<file path="src/rtl/ring_osc_monitor_if.sv">
// Control and result bus of the ring oscillator monitor.
// The controlling block uses master; the monitor uses slave.
interface ring_osc_monitor_if #(
  parameter int CNT_W = 9
);
  logic             start;
  logic             abort;
  logic             busy;
  logic             valid;
  logic [CNT_W-1:0] edge_cnt;
  logic             stuck;
  logic             ovf;

  modport master (
    output start, abort,
    input  busy, valid, edge_cnt, stuck, ovf
  );

  modport slave (
    input  start, abort,
    output busy, valid, edge_cnt, stuck, ovf
  );
endinterface

</file>
<file path="src/rtl/ring_osc_monitor.sv">
// Ring oscillator enable sequencer and edge-count frequency meter.
// Optional idle-state stuck-high check: define RO_MON_IDLE_CHECK_EN.
module ring_osc_monitor #(
  parameter int WINDOW    = 256,
  parameter int SETTLE    = 16,
  parameter int CNT_W     = 9,
  parameter int MIN_EDGES = 1
) (
  input  logic              i_clk,
  input  logic              i_rst,
  input  logic              i_osc_in,
  output logic              o_osc_en,
  output logic              o_idle_err,
  ring_osc_monitor_if.slave bus
);

  localparam int               MAXP      = (WINDOW > SETTLE) ? WINDOW : SETTLE;
  localparam int               TMR_W     = $clog2(MAXP);
  localparam logic [TMR_W-1:0] SETTLE_LD = TMR_W'(SETTLE - 1);
  localparam logic [TMR_W-1:0] WINDOW_LD = TMR_W'(WINDOW - 1);
  localparam logic [CNT_W-1:0] CNT_MAX   = '1;
  localparam logic [CNT_W:0]   MIN_CMP   = (CNT_W + 1)'(MIN_EDGES);

  // state     | meaning
  // S_IDLE    | oscillator off, waiting for start
  // S_SETTLE  | oscillator on, waiting for it to stabilise
  // S_MEASURE | counting synchronized rising edges over the window
  // S_REPORT  | oscillator off, results latched, valid pulsed
  typedef enum logic [1:0] {S_IDLE, S_SETTLE, S_MEASURE, S_REPORT} state_t;

  state_t           r_state;
  state_t           w_state_nxt;
  logic [TMR_W-1:0] r_tmr;
  logic [TMR_W-1:0] w_tmr_nxt;
  logic [CNT_W-1:0] r_cnt;
  logic [CNT_W-1:0] w_cnt_nxt;
  logic             r_ovf_acc;
  logic             w_ovf_acc_nxt;
  logic             w_report;
  logic             w_start_acc;
  logic             w_rise;

  logic             r_sync1;
  logic             r_sync2;
  logic             r_sync3;
  logic             r_osc_en;
  logic             r_valid;
  logic [CNT_W-1:0] r_edge_cnt;
  logic             r_stuck;
  logic             r_ovf;

  always_ff @(posedge i_clk) begin
    if (i_rst) begin
      r_sync1 <= 1'b0;
      r_sync2 <= 1'b0;
      r_sync3 <= 1'b0;
    end else begin
      r_sync1 <= i_osc_in;
      r_sync2 <= r_sync1;
      r_sync3 <= r_sync2;
    end
  end

  assign w_rise      = r_sync2 & ~r_sync3;
  assign w_start_acc = (r_state == S_IDLE) && bus.start;

  always_comb begin
    w_state_nxt   = r_state;
    w_tmr_nxt     = r_tmr;
    w_cnt_nxt     = r_cnt;
    w_ovf_acc_nxt = r_ovf_acc;
    w_report      = 1'b0;
    case (r_state)
      S_IDLE: begin
        if (w_start_acc) begin
          w_state_nxt = S_SETTLE;
          w_tmr_nxt   = SETTLE_LD;
        end
      end
      S_SETTLE: begin
        if (bus.abort) begin
          w_state_nxt = S_IDLE;
        end else if (r_tmr == '0) begin
          w_state_nxt   = S_MEASURE;
          w_tmr_nxt     = WINDOW_LD;
          w_cnt_nxt     = '0;
          w_ovf_acc_nxt = 1'b0;
        end else begin
          w_tmr_nxt = r_tmr - 1'b1;
        end
      end
      S_MEASURE: begin
        // A rise on the final window cycle is folded in before the latch.
        if (w_rise) begin
          if (r_cnt == CNT_MAX) w_ovf_acc_nxt = 1'b1;
          else                  w_cnt_nxt     = r_cnt + 1'b1;
        end
        if (bus.abort) begin
          w_state_nxt = S_IDLE;
        end else if (r_tmr == '0) begin
          w_state_nxt = S_REPORT;
          w_report    = 1'b1;
        end else begin
          w_tmr_nxt = r_tmr - 1'b1;
        end
      end
      S_REPORT: w_state_nxt = S_IDLE;
      default:  w_state_nxt = S_IDLE;
    endcase
  end

  always_ff @(posedge i_clk) begin
    if (i_rst) begin
      r_state    <= S_IDLE;
      r_tmr      <= '0;
      r_cnt      <= '0;
      r_ovf_acc  <= 1'b0;
      r_osc_en   <= 1'b0;
      r_valid    <= 1'b0;
      r_edge_cnt <= '0;
      r_stuck    <= 1'b0;
      r_ovf      <= 1'b0;
    end else begin
      r_state   <= w_state_nxt;
      r_tmr     <= w_tmr_nxt;
      r_cnt     <= w_cnt_nxt;
      r_ovf_acc <= w_ovf_acc_nxt;
      r_osc_en  <= (w_state_nxt == S_SETTLE) || (w_state_nxt == S_MEASURE);
      r_valid   <= w_report;
      if (w_report) begin
        r_edge_cnt <= w_cnt_nxt;
        r_stuck    <= ({1'b0, w_cnt_nxt} < MIN_CMP);
        r_ovf      <= w_ovf_acc_nxt;
      end
    end
  end

  assign o_osc_en     = r_osc_en;
  assign bus.busy     = (r_state != S_IDLE);
  assign bus.valid    = r_valid;
  assign bus.edge_cnt = r_edge_cnt;
  assign bus.stuck    = r_stuck;
  assign bus.ovf      = r_ovf;

`ifdef RO_MON_IDLE_CHECK_EN
  logic [1:0] r_guard;
  logic       r_idle_err;

  // Guard delays the check until the oscillator has had time to stop.
  always_ff @(posedge i_clk) begin
    if (i_rst) begin
      r_guard    <= 2'd0;
      r_idle_err <= 1'b0;
    end else begin
      if (r_osc_en)                                  r_guard <= 2'd0;
      else if ((r_state == S_IDLE) && (r_guard != 2'd3)) r_guard <= r_guard + 2'd1;
      if (w_start_acc)                      r_idle_err <= 1'b0;
      else if ((r_guard == 2'd3) && r_sync2) r_idle_err <= 1'b1;
    end
  end

  assign o_idle_err = r_idle_err;
`else
  assign o_idle_err = 1'b0;
`endif

endmodule

</file>
<file path="src/flat_wrapper.sv">
// flat-port wrapper written by rule: the top's interface ports become plain ports
module ring_osc_monitor_flat 
#(
  parameter int WINDOW    = 256,
  parameter int SETTLE    = 16,
  parameter int CNT_W     = 9,
  parameter int MIN_EDGES = 1
)
  (i_clk, i_rst, i_osc_in, o_osc_en, o_idle_err, bus_start, bus_abort, bus_busy, bus_valid, bus_edge_cnt, bus_stuck, bus_ovf);
  ring_osc_monitor_if #(.CNT_W(CNT_W)) bus_i ();
  input  logic i_clk;
  input  logic i_rst;
  input  logic i_osc_in;
  output logic o_osc_en;
  output logic o_idle_err;
  input wire logic [$bits(bus_i.start)-1:0] bus_start;
  input wire logic [$bits(bus_i.abort)-1:0] bus_abort;
  output wire logic [$bits(bus_i.busy)-1:0] bus_busy;
  output wire logic [$bits(bus_i.valid)-1:0] bus_valid;
  output wire logic [$bits(bus_i.edge_cnt)-1:0] bus_edge_cnt;
  output wire logic [$bits(bus_i.stuck)-1:0] bus_stuck;
  output wire logic [$bits(bus_i.ovf)-1:0] bus_ovf;
  assign bus_i.start = bus_start;
  assign bus_i.abort = bus_abort;
  assign bus_busy = bus_i.busy;
  assign bus_valid = bus_i.valid;
  assign bus_edge_cnt = bus_i.edge_cnt;
  assign bus_stuck = bus_i.stuck;
  assign bus_ovf = bus_i.ovf;
  ring_osc_monitor #(.WINDOW(WINDOW), .SETTLE(SETTLE), .CNT_W(CNT_W), .MIN_EDGES(MIN_EDGES)) u_core (.i_clk(i_clk), .i_rst(i_rst), .i_osc_in(i_osc_in), .o_osc_en(o_osc_en), .o_idle_err(o_idle_err), .bus(bus_i));
endmodule
</file>
<file path="config.mk">
export PLATFORM = sky130hd
export DESIGN_NAME = ring_osc_monitor_flat
export DESIGN_NICKNAME = d
export VERILOG_FILES = /design/src/rtl/ring_osc_monitor_if.sv /design/src/rtl/ring_osc_monitor.sv /design/src/flat_wrapper.sv
export SDC_FILE = /design/constraint.sdc
export NUM_CORES = 1
export LEC_CHECK = 0
export CORE_MARGIN = 1.5
export CORE_UTILIZATION = 35
export CTS_CLUSTER_SIZE = 40
export DETAILED_ROUTE_END_ITERATION = 8
export PLACE_DENSITY = 0.51
export SYNTH_ARGS = -nofsm -noshare
export SYNTH_HDL_FRONTEND = slang
export SYNTH_SLANG_ARGS = --single-unit
export TNS_END_PERCENT = 5
</file>
<file path="constraint.sdc">
create_clock -name i_clk -period 6.1 [get_ports i_clk]
set_input_delay 0.915 -clock i_clk [delete_from_list [all_inputs] [get_ports i_clk]]
set_output_delay 0.915 -clock i_clk [all_outputs]
set_load 0.02 [all_outputs]
</file>
# Yosys cells after proc, flatten, opt, wreduce, memory -nomap -nowiden
# Index checks and enable logic that the tools add are counted.
dict set report classes {
  n_addsub 2
  order_cmp 1
  eq_ne 10
  muxes 25
  bitwise 2
  reduce_logical 7
}
# cell n
set op_table {}
lappend op_table {{2-to-1 mux 8 bit} 5}
lappend op_table {{2-to-1 mux 9 bit} 4}
lappend op_table {{one-hot mux 8 bit (3 select lines)} 1}
lappend op_table {{one-hot mux 9 bit (2 select lines)} 1}
lappend op_table {{2-to-1 mux 2 bit} 5}
lappend op_table {{adder 9 x 1 -> 9 bit, second input constant} 1}
lappend op_table {{== test 9 bit, second input constant} 1}
lappend op_table {{< comparator 9 x 1 -> 1 bit, second input constant} 1}
lappend op_table {{zero test 8 bit} 1}
lappend op_table {{one-hot mux 2 bit (4 select lines)} 1}
lappend op_table {{subtractor 8 x 1 -> 8 bit, second input constant} 1}
lappend op_table {{2-to-1 mux 1 bit} 7}
lappend op_table {{== test 2 bit, second input constant} 3}
lappend op_table {{inequality test 2 bit, second input constant} 3}
lappend op_table {{AND reduction 5 bit} 1}
lappend op_table {{== test 2 x 1 -> 1 bit, second input constant} 2}
lappend op_table {{nonzero test 3 bit} 1}
lappend op_table {{zero test 2 bit} 1}
lappend op_table {{inequality test 2 x 1 -> 1 bit, second input constant} 1}
lappend op_table {{one-hot mux 1 bit (2 select lines)} 1}
lappend op_table {{nonzero test 2 bit} 1}
lappend op_table {{AND 1 bit} 1}
lappend op_table {{logical AND 1 bit} 1}
lappend op_table {{logical OR 1 bit} 1}
lappend op_table {{inverter 1 bit} 1}
dict set report word_totals {
  ff_bits 36
  input_bits 5
  output_inout_bits 15
  wordCells 59
}

# Longest topological paths before layout
# Gate-level depths: netlist of run 1.
dict set report logic_depth {
  word_depth 6
  depth_mapped 9
  mapped_depth_nobuf 8
}

# Worst setup path before layout of run 1
# OpenSTA, ideal clock, no wires.
dict set report synth_timing {
  kind {input-to-reg}
  from {input bus_abort}
  to {register u_core.r_tmr[2]}
  setup_ns 0.115
  arrival_ns 1.953
  t_required_ns 5.985
  setup_slack_ns 4.032
  cell_stages 5
  n_path_buf 0
  cell_sequence {a21oi_1 > o221ai_1 > a211oi_1 > a21oi_1 > o21a_1}
}
dict set report synth_via {
  elab_chain_len 2
  elab_cells_between_ends 3
  cone_classes {2 x eq/ne; 1 x reduce/logical}
}
# element line_no
set synth_lines {}
lappend synth_lines {{start, declared} flat_wrapper.sv:17} ;# input wire logic [$bits(bus_i.abort)-1:0] bus_abort;
lappend synth_lines {{inequality test 2 bit (no line)} -}
lappend synth_lines {{AND reduction 5 bit (no line) (*)} -}
lappend synth_lines {{end signal, assigned} ring_osc_monitor.sv:125} ;# r_tmr <= w_tmr_nxt;
lappend synth_lines {{end, declared} ring_osc_monitor.sv:33} ;# logic [TMR_W-1:0] r_tmr;
# Mark *: on every way between the ends. The rest lies on a longest branch, timed or not.
# A chain may end at the register's enable or synchronous reset.

# Final worst setup path of run 1
dict set report layout_timing {
  from {input bus_abort}
  to {register u_core.r_tmr[3]}
}
# The elaborated chain is that of the path after synthesis.

==> summary.txt, run 1 <==
Floorplan
  – Placement row count: 26
  – Initial Util: between 30% and 40%
  – Die Height: 77.0 um
  – Die ar.: 0.00593 mm^2
  – Core Box Area: roughly 0.0052 mm^2
  – Io pins: 20
  – Die Wd: 77.0 um

Timing
  – Worst-margin pin slew: 1.01 ns
  – Setup TNS: 0 ns
  – Max frequency: 0.328 GHz
  – Fin. Hold Viols: 0
  – Final setup violation count: 0
  – Fin crit share: 49.9%
  – Fin. max-slew vios: 0
  – Hold slack: between 0.4 and 0.5 ns
  – RSZ-0062 raised after global routing: false
  – Clock Skew: 0.00682 ns
  – Slew HR: between 30% and 40%
  – Tmin final: roughly 3.0 ns

Outcome
  – Status: complete, no violations

Synthesis
  – Yosys reg bits: 36
  – Syn_nets: 244
  – Gate Count Post-Synth: ~230
  – Synth top area share: a little under two fifths
  – Post-synth EDFFs: 0
  – Post-synthesis cell type count: 51
  – Cell area after synthesis: roughly 0.0019 mm^2
  – Synth warn: 0
  – Synth top area cells: dfxtp_1 (38%), nor2_1 (6.9%), a21oi_1 (5.0%)
  – Yosys top cell by area: dfxtp_1
  – Sequential-to-total area share from yosys stat: 37.6%
  – Synth Flop Type: dfxtp_1
  – Synth async-reset ratio: 0%
  – Post-Syn Area per Cell: just over 8 um^2

GRT
  – Initial antenna violation count: 0
  – Pin count of the biggest net entering global routing: 38
  – Number of global-route vias before repair: ~1.5k
  – Global-route wire length before repair: between 7 and 8 mm
  – GRT Residual Overflow: 0
  – Total track usage: roughly 16%

Power and ir drop
  – Leakage: approximately 0.80 nW
  – Cell Pwr Density: approximately 230 mW/mm^2
  – VDD IR max: around 0.000086 V

CTS
  – Clock transition at the registers of the reported paths: 0.07 ns
  – Num CTS Buffers: 5
  – CTS tree: yes
  – Postcts setup bufs: 0
  – Longest Clk Path Bufs: 2
  – CTS Root Cell: clkbuf_8
  – CTS sink cnt: 36
  – Post-CTS Resized: 0
  – H-tree lvl count: 2
  – Skew-Pair Late Insertion Delay: between 0.2 and 0.3 ns
  – # hold bufs at CTS: 0

Route
  – Total wire length: 4.43 mm
  – Remaining DRCs: 0
  – Via-per-instance ratio: 5.37
  – Vias: 1702
  – Routed Antenna Nets: 0
  – Pre-antenna DRT Iters: 4
  – 1st-iter DRT viols: 110
  – Avg WL per Cell: roughly 14 um

Placed design
  – Placed cell area: ~0.0021 mm^2
  – IO buf count: 18
  – Final HPWL DP: about 3 mm
  – Routability cong.: ~0.8

Critical path
  – R2R cell count: 8
  – Critical path class: primary input to flip-flop
  – Worst EP required: 6.30 ns
  – R2r endpoint: u_core.r_tmr[3]
  – Arrival time at the worst endpoint: roughly 3.2 ns
  – Crit start category: primary input
  – Reg-to-reg slack, setup: about 3.2 ns
  – Crit-path max FO: 12
  – CP Capture Type: flip-flop
  – Origin of the critical flop-to-flop path: u_core.r_tmr[0]

Finish
  – # diodes: 0
  – Most frequent cells in the layout: dfxtp_1 (36), nor2_1 (35), a21oi_1 (19)
  – Layout area overhead: 16.5%
  – Layout Cell Area excl Fill: between 0.002 and 0.0025 mm^2
  – Final nets: 258
  – Fraction of layout cells with a size suffix above 1: about 6.9%
  – Commonest non-fill, non-tap cell in the layout: dfxtp_1

Worst hold path
  – Hold Path Origin: u_core.r_sync1
  – WHS Path Cells: 1
  – Hold Path Sink: u_core.r_sync2
  – Hold crit path type: flip-flop to flip-flop

Job
  – Max_cap viols: 0
-- area by class of cell --
| class | instances | area, um^2 |
|---|---|---|
| Inverter | 12 | 45.0 |
| Tap cell | 70 | 87.6 |
| Clock buffer | 8 | 90.1 |
| Fill cell | 563 | 2970 |
| Multi-Input combinational cell | 172 | 1100 |
| Timing Repair Buffer | 19 | 188 |
| Sequential cell | 36 | 721 |
-- worst max-delay path, stage by stage --
cell and delay, ns:
clkdlybuf4s50_1 0.63, a21oi_1 0.11, o221ai_1 0.83, a211oi_1 0.28
a21o_1 0.24, a221oi_1 0.23
-- how the worst max path moves through the flow --
stage                          from  slack (ns)              end
after global routing      bus_abort        2.90  u_core.r_tmr[2]
after detailed placement  bus_abort        2.76  u_core.r_tmr[2]
after global placement    bus_abort        2.83  u_core.r_tmr[2]
final                     bus_abort        3.05  u_core.r_tmr[3]
after floorplan           bus_abort        4.03  u_core.r_tmr[2]
after CTS                 bus_abort        3.06  u_core.r_tmr[2]
-- through the flow --
stage / util (%) / total power, W / std cells / setup slack [ns]
2_1_floorplan: - / 0.000314 / 232 / 4.03
3_3_place_gp: 41.1 / 0.000336 / 309 / 2.83
3_5_place_dp: 41.1 / 0.000335 / 309 / 2.76
4_1_cts: 42.9 / 0.000513 / 317 / 3.06
5_1_grt: 42.9 / 0.000534 / 317 / 2.90
6_report: 42.9 / 0.000505 / 317 / 3.05
-- sequential cells by signal, summed over array words and instances (netlist names) --
signal,cells
u_core.r_state,2
u_core.o_osc_en,1
u_core.bus.ovf,1
u_core.r_sync1,1
u_core.r_tmr,8
u_core.bus.edge_cnt,9
u_core.r_sync3,1
u_core.r_sync2,1
u_core.r_cnt,9
u_core.r_ovf_acc,1
u_core.bus.stuck,1
u_core.bus.valid,1
-- per-layer routing --
| layer | share of wire (%) | vias up | track usage (%) |
|---|---|---|---|
| met5 | 0 | - | 0 |
| met4 | 1.2 | 0 | 4.91 |
| met3 | 3.8 | 7 | 3.57 |
| met2 | 43 | 34 | 23.2 |
| met1 | 52 | 786 | 22.2 |
| li1 | - | 875 | - |
-- cell usage after synthesis (2+ instances only) --
cell and number:
dfxtp_1 36, nor2_1 35, a21oi_1 19, inv_1 12, nand2_1 12, a211oi_1 11, clkbuf_1 9, nand3_1 8
nor3_1 8, ha_1 7, o21ai_0 7, nor2b_1 6, and3_1 5, a211oi_2 4, nand3b_1 4, a221oi_1 3
mux2i_1 3, nor4_1 3, or3_1 3, a211o_1 2, a21o_1 2, and4_1 2, nand4_1 2, o22ai_1 2
-- report_power, final --
group          internal [W]  switching [W]
Clock             0.0000921      0.0000829
Combinational     0.0000310      0.0000501
Sequential         0.000242     0.00000694
Total              0.000365       0.000140
-- cell families after synthesis --
logic type,after synthesis,synth area share (%)
other,1,0.196
DFF,36,37.6
xor gates and xnor gates,1,0.457
adders and majority gates,7,4.57
and+or+nand+nor,98,26.9
AOI/OAI and AO/OA,62,23.7
muxes,3,1.57
buffers and inverters,24,4.96
Note: power is estimated with default switching activity, not from simulation.
==> inputs of run 2 (changes only) <==
--- a/config.mk
+++ b/config.mk
@@ -9,7 +9,7 @@
 export CORE_UTILIZATION = 35
 export CTS_CLUSTER_SIZE = 40
 export DETAILED_ROUTE_END_ITERATION = 8
-export PLACE_DENSITY = 0.51
+export PLACE_DENSITY = 0.53
 export SYNTH_ARGS = -nofsm -noshare
 export SYNTH_HDL_FRONTEND = slang
 export SYNTH_SLANG_ARGS = --single-unit
==> constraint.sdc (replaced) <==
create_clock -name i_clk -period 2.6 [get_ports i_clk]
set_input_delay 0.39 -clock i_clk [delete_from_list [all_inputs] [get_ports i_clk]]
set_output_delay 0.39 -clock i_clk [all_outputs]
set_load 0.02 [all_outputs]
==> summary.txt, run 2 (synthesis gave the netlist of run 1 again) <==
GRT
  – Number of global-route vias before repair: 1528 (-0.20%)
  – Initial antenna violation count: 0 (unchanged)
  – Total track usage: 16.1% (+0.53 points)
  – GRT Residual Overflow: 0 (unchanged)
  – Global-route wire length before repair: 7.61 mm (+3.3%)
  – Pin count of the biggest net entering global routing: 37 (-2.6%)

CTS
  – # hold bufs at CTS: 0 (unchanged)
  – Skew-Pair Late Insertion Delay: 0.29 ns (about the same)
  – Post-CTS Resized: 0 (unchanged)
  – CTS Root Cell: clkbuf_8
  – Num CTS Buffers: 5 (unchanged)
  – CTS sink cnt: 36 (unchanged)
  – Postcts setup bufs: 0 (unchanged)
  – H-tree lvl count: 2 (unchanged)
  – Clock transition at the registers of the reported paths: 0.07 ns (about the same)
  – Longest Clk Path Bufs: 2 (unchanged)
  – CTS tree: yes

Critical path
  – CP Capture Type: flip-flop
  – Critical path class: flip-flop to flip-flop
  – Crit-path max FO: 7 (-5)
  – Arrival time at the worst endpoint: 2.51 ns (-0.73 ns)
  – Crit start category: flip-flop
  – Worst EP required: 2.83 ns (-3.47 ns)

Finish
  – Most frequent cells in the layout: dfxtp_1 (36), nor2_1 (35), a21oi_1 (19)
  – Fillers: 551 (-2.1%)
  – Layout Cell Area excl Fill: 0.00227 mm^2 (+1.7%)
  – Final nets: 263 (+1.9%)
  – Layout area overhead: 18.4%
  – Fraction of layout cells with a size suffix above 1: 8.73% (+1.8 points)
  – # diodes: 0 (unchanged)
  – Non-filler cells, final: 322 (+1.6%)
  – Commonest non-fill, non-tap cell in the layout: dfxtp_1

Power and ir drop
  – Sw Pwr: 0.000333 W (+140%)
  – Sw Share: 27.9% (+0.15 points)
  – Flop pwr share: 48.8% (-0.5 points)
  – Final Power: 0.00120 W (+140%)
  – VDD IR max: 0.000270 V (+210%)
  – Comb pwr share: 16.5% (+0.4 points)
  – Clock network fraction of total power: 34.7% (about the same)
  – Cell Pwr Density: 527 mW/mm^2 (+130%)
  – P_int: 0.000863 W (+140%)
  – Leakage: 0.823 nW (+3.3%)

Floorplan
  – Die Wd: 77.0 um (unchanged)
  – Initial Util: 36.8% (unchanged)
  – Io pins: 20 (unchanged)
  – Placement row count: 26 (unchanged)
  – Core Box Area: 0.00520 mm^2 (unchanged)
  – Die Height: 77.0 um (unchanged)
  – Die ar.: 0.00593 mm^2 (unchanged)

Route
  – Avg WL per Cell: 13.9 um (-0.46%)
  – Vias: 1714 (+0.71%)
  – Remaining DRCs: 0 (unchanged)
  – Via-per-instance ratio: 5.32 (-0.86%)
  – 1st-iter DRT viols: 132 (+20%)
  – Pre-antenna DRT Iters: 4 (unchanged)
  – Total wire length: 4.48 mm (+1.1%)
  – Routed Antenna Nets: 0 (unchanged)

Worst hold path
  – Hold crit path type: flip-flop to flip-flop

Timing
  – Slew HR: 63.3% (+31 points)
  – RSZ-0062 raised after global routing: false
  – Fin crit share: 88.0%
  – Worst-margin pin slew: 0.545 ns (-0.465 ns)
  – Fin. max-slew vios: 0 (unchanged)
  – Setup TNS: 0 ns (unchanged)
  – Tmin final: roughly 2.3 ns
  – Clock Skew: 0.00634 ns (-0.000482 ns)
  – Fin. Hold Viols: 0 (unchanged)
  – Final setup violation count: 0 (unchanged)
  – Max frequency: roughly 0.44 GHz

Placed design
  – Final HPWL DP: 3.20 mm (+6.1%)
  – Placed insts: 314 (+1.6%)
  – Placed cell area: 0.00218 mm^2 (+1.8%)
  – IO buf count: 18 (unchanged)
  – Routability cong.: 0.828 (+3.1%)

Job
  – Max_cap viols: 0 (unchanged)

Outcome
  – Status: complete, no violations
[run 2: power by group through the flow]
stage                     Sequential, W  Clock (W)  Combinational (W)
after floorplan                0.000595          0           0.000142
after global placement         0.000597          0           0.000196
after detailed placement       0.000597          0           0.000197
after CTS                      0.000584   0.000430           0.000197
after global routing           0.000587   0.000459           0.000220
final                          0.000584   0.000416           0.000197
[run 2: per-stage QoR]
step,hold WS (ns),util (%),setup slack (ns)
2_1_floorplan,0.414,-,0.612
3_3_place_gp,0.432,41.9,0.324
3_5_place_dp,0.431,41.9,0.316
4_1_cts,0.449,43.6,0.298
5_1_grt,0.458,43.6,0.160
6_report,0.444,43.6,0.313
[run 2: worst max-delay path, stage by stage, from the launching register on]
cell      delay [ns]
dfxtp_1         0.32
inv_1           0.08
ha_1            0.21
or4b_4          0.50
o31ai_4         0.32
nand2_4         0.15
a211oi_2        0.38
nand4_1         0.13
o21ai_1         0.12
[run 2: path summary, 6_finish.rpt]
path,start,endpoint,slack (ns),depth (start not counted)
hold / removal,u_core.r_sync1,u_core.r_sync2,0.44,1
setup / recovery,u_core.r_tmr[0],u_core.bus.stuck,0.31,8
setup reg to reg,u_core.r_tmr[0],u_core.bus.stuck,0.31,8
hold reg to reg,u_core.r_sync1,u_core.r_sync2,0.44,1
[run 2: metal layers]
metal	up-vias	share of wire, %	track usage (%)	wire length, um
met4	0	0.85	5.45	38
met2	39	43	23.1	1900
met1	792	53	24.2	2370
met3	4	3.8	2.50	168
li1	879	-	-	-
met5	-	0	0	0
[run 2: area by class of cell]
class	instances	area (um^2)	share of cell area (%)
Sequential cell	36	721	31.8
Inverter	12	45.0	1.99
Multi-Input combinational cell	172	1100	48.5
Clock buffer	8	90.1	3.97
Tap cell	70	87.6	3.86
Timing Repair Buffer	24	225	9.93
==> inputs of run 3 (changes only) <==
--- a/config.mk
+++ b/config.mk
@@ -10,6 +10,7 @@
 export CTS_CLUSTER_SIZE = 40
 export DETAILED_ROUTE_END_ITERATION = 8
 export PLACE_DENSITY = 0.53
+export SETUP_SLACK_MARGIN = 0.2
 export SYNTH_ARGS = -nofsm -noshare
 export SYNTH_HDL_FRONTEND = slang
 export SYNTH_SLANG_ARGS = --single-unit
==> summary.txt, run 3 (synthesis gave the netlist of run 1 again) <==
CTS
  – CTS sink cnt: 36 (unchanged)
  – Skew-Pair Late Insertion Delay: 0.29 ns (about the same)
  – H-tree lvl count: 2 (unchanged)
  – CTS tree: yes
  – Num CTS Buffers: 5 (unchanged)
  – # hold bufs at CTS: 0 (unchanged)
  – Clock transition at the registers of the reported paths: 0.07 ns (about the same)
  – CTS Root Cell: clkbuf_8
  – Longest Clk Path Bufs: 2 (unchanged)

GRT
  – Total track usage: 16.1% (unchanged)
  – Initial antenna violation count: 0 (unchanged)
  – Pin count of the biggest net entering global routing: 37 (unchanged)
  – Number of global-route vias before repair: 1528 (unchanged)
  – Global-route wire length before repair: 7.61 mm (unchanged)
  – GRT Residual Overflow: 0 (unchanged)

Timing
  – Tmin final: 2.28 ns (-0.00868 ns)
  – Fin crit share: 87.6% (-0.33 points)
  – Hold slack: 0.444 ns (unchanged)
  – RSZ-0062 raised after global routing: true
  – Worst-margin pin slew: 0.559 ns (+0.0133 ns)
  – Setup TNS: 0 ns (unchanged)
  – Fin. Hold Viols: 0 (unchanged)
  – Final setup violation count: 0 (unchanged)
  – Slew HR: 62.4% (-0.90 points)
  – Fin. max-slew vios: 0 (unchanged)
  – Final setup margin: 0.322 ns (+0.00868 ns)
  – Clock Skew: 0.00643 ns (+0.0000916 ns)
  – Max frequency: 0.439 GHz (+0.38%)

Floorplan
  – Die ar.: 0.00593 mm^2 (unchanged)
  – Core Box Area: 0.00520 mm^2 (unchanged)
  – Die Height: 77.0 um (unchanged)
  – Io pins: 20 (unchanged)
  – Die Wd: 77.0 um (unchanged)
  – Placement row count: 26 (unchanged)
  – Initial Util: 36.8% (unchanged)

Critical path
  – Crit start category: flip-flop
  – Crit-path max FO: 7 (unchanged)
  – Origin of the critical flop-to-flop path: u_core.r_tmr[0]
  – R2r endpoint: u_core.bus.stuck
  – Worst EP required: 2.83 ns (about the same)
  – Worst Setup SP: u_core.r_tmr[0]
  – R2R cell count: 8 (unchanged)
  – CP Capture Type: flip-flop
  – Critical path class: flip-flop to flip-flop
  – Reg-to-reg slack, setup: 0.32 ns (about the same)
  – Arrival time at the worst endpoint: 2.50 ns (about the same)

Worst hold path
  – Hold Path Sink: u_core.r_sync2
  – WHS Path Cells: 1 (unchanged)
  – Hold crit path type: flip-flop to flip-flop
  – Hold Path Origin: u_core.r_sync1

Placed design
  – Routability cong.: 0.828 (unchanged)
  – Final HPWL DP: 3.20 mm (unchanged)
  – IO buf count: 18 (unchanged)
  – Place WS: 0.316 ns (unchanged)

Route
  – Avg WL per Cell: 13.9 um (about the same)
  – Total wire length: 4.48 mm (about the same)
  – Routed Antenna Nets: 0 (unchanged)
  – Via-per-instance ratio: 5.27 (-0.99%)
  – Pre-antenna DRT Iters: 4 (unchanged)
  – Remaining DRCs: 0 (unchanged)
  – Vias: 1697 (-0.99%)
  – 1st-iter DRT viols: 116 (-12%)

Finish
  – Final Util: 43.7% (+0.14 points)
  – Seq. cell area: 721 um^2 (unchanged)
  – Final nets: 263 (unchanged)
  – Fraction of layout cells with a size suffix above 1: 9.13% (+0.40 points)
  – Area of the multi-input gates: 0.00111 mm^2 (+0.68%)
  – Commonest non-fill, non-tap cell in the layout: dfxtp_1
  – Layout area overhead: 18.8%
  – Most frequent cells in the layout: dfxtp_1 (36), nor2_1 (35), a21oi_1 (19)
  – # diodes: 0 (unchanged)
  – Fillers: 549 (-0.36%)

Power and ir drop
  – Leakage: 0.823 nW (about the same)
  – VDD IR max: 0.000270 V (about the same)
  – Cell Pwr Density: 524 mW/mm^2 (-0.57%)

Job
  – Max_cap viols: 0 (unchanged)

Outcome
  – Status: complete, no violations
==> run 3: where the power goes <==
part	internal, W	leakage, nW	switching (W)
combinational	0.0000791	0.485	0.000117
sequential	0.000568	0.292	0.0000164
clock	0.000216	0.0455	0.000197
total	0.000863	0.823	0.000330
==> run 3: how the worst max path moves through the flow <==
stage	to	slack [ns]
finish	u_core.bus.stuck	0.32
global route	u_core.r_tmr[3]	0.19
CTS	u_core.bus.stuck	0.30
detailed placement	u_core.bus.stuck	0.32
global placement	u_core.bus.stuck	0.32
floorplan	u_core.bus.stuck	0.61
==> run 3: final cells by class <==
class                   count  share of cell area (%)
inverters                  12                    1.98
multi-input cells         172                    48.7
well taps                  70                    3.85
clock buffers               8                    3.96
repair buffers             24                    9.90
flip-flops and latches     36                    31.7
==> run 3: worst max-delay path, stage by stage, from the launching register on <==
cell and delay [ns]:
dfxtp_1 0.32, inv_1 0.08, ha_1 0.21, or4b_4 0.50, o31ai_4 0.32, nand2_4 0.15, a211oi_2 0.38, nand4_1 0.13
o21ai_1 0.12
==> run 3: through the flow <==
step / std cells / cell area, um^2 / total power, W
2_1_floorplan: 232 / 1920 / 0.000737
3_3_place_gp: 314 / 2180 / 0.000793
3_5_place_dp: 314 / 2180 / 0.000793
4_1_cts: 322 / 2270 / 0.00121
5_1_grt: 322 / 2280 / 0.00127
6_report: 322 / 2280 / 0.00119
==> run 3: metal layers <==
metal | wire [um] | GRT usage [%]
met1 | 2410 | 24.2
met4 | 38 | 5.45
met2 | 1890 | 23.1
met5 | 0 | 0
met3 | 143 | 2.50
==> run 3: timing repair <==
action | CTS | global route
buffers inserted | 0 | 0
resized for setup | 0 | 1
setup endpoints to repair | 0 | 2
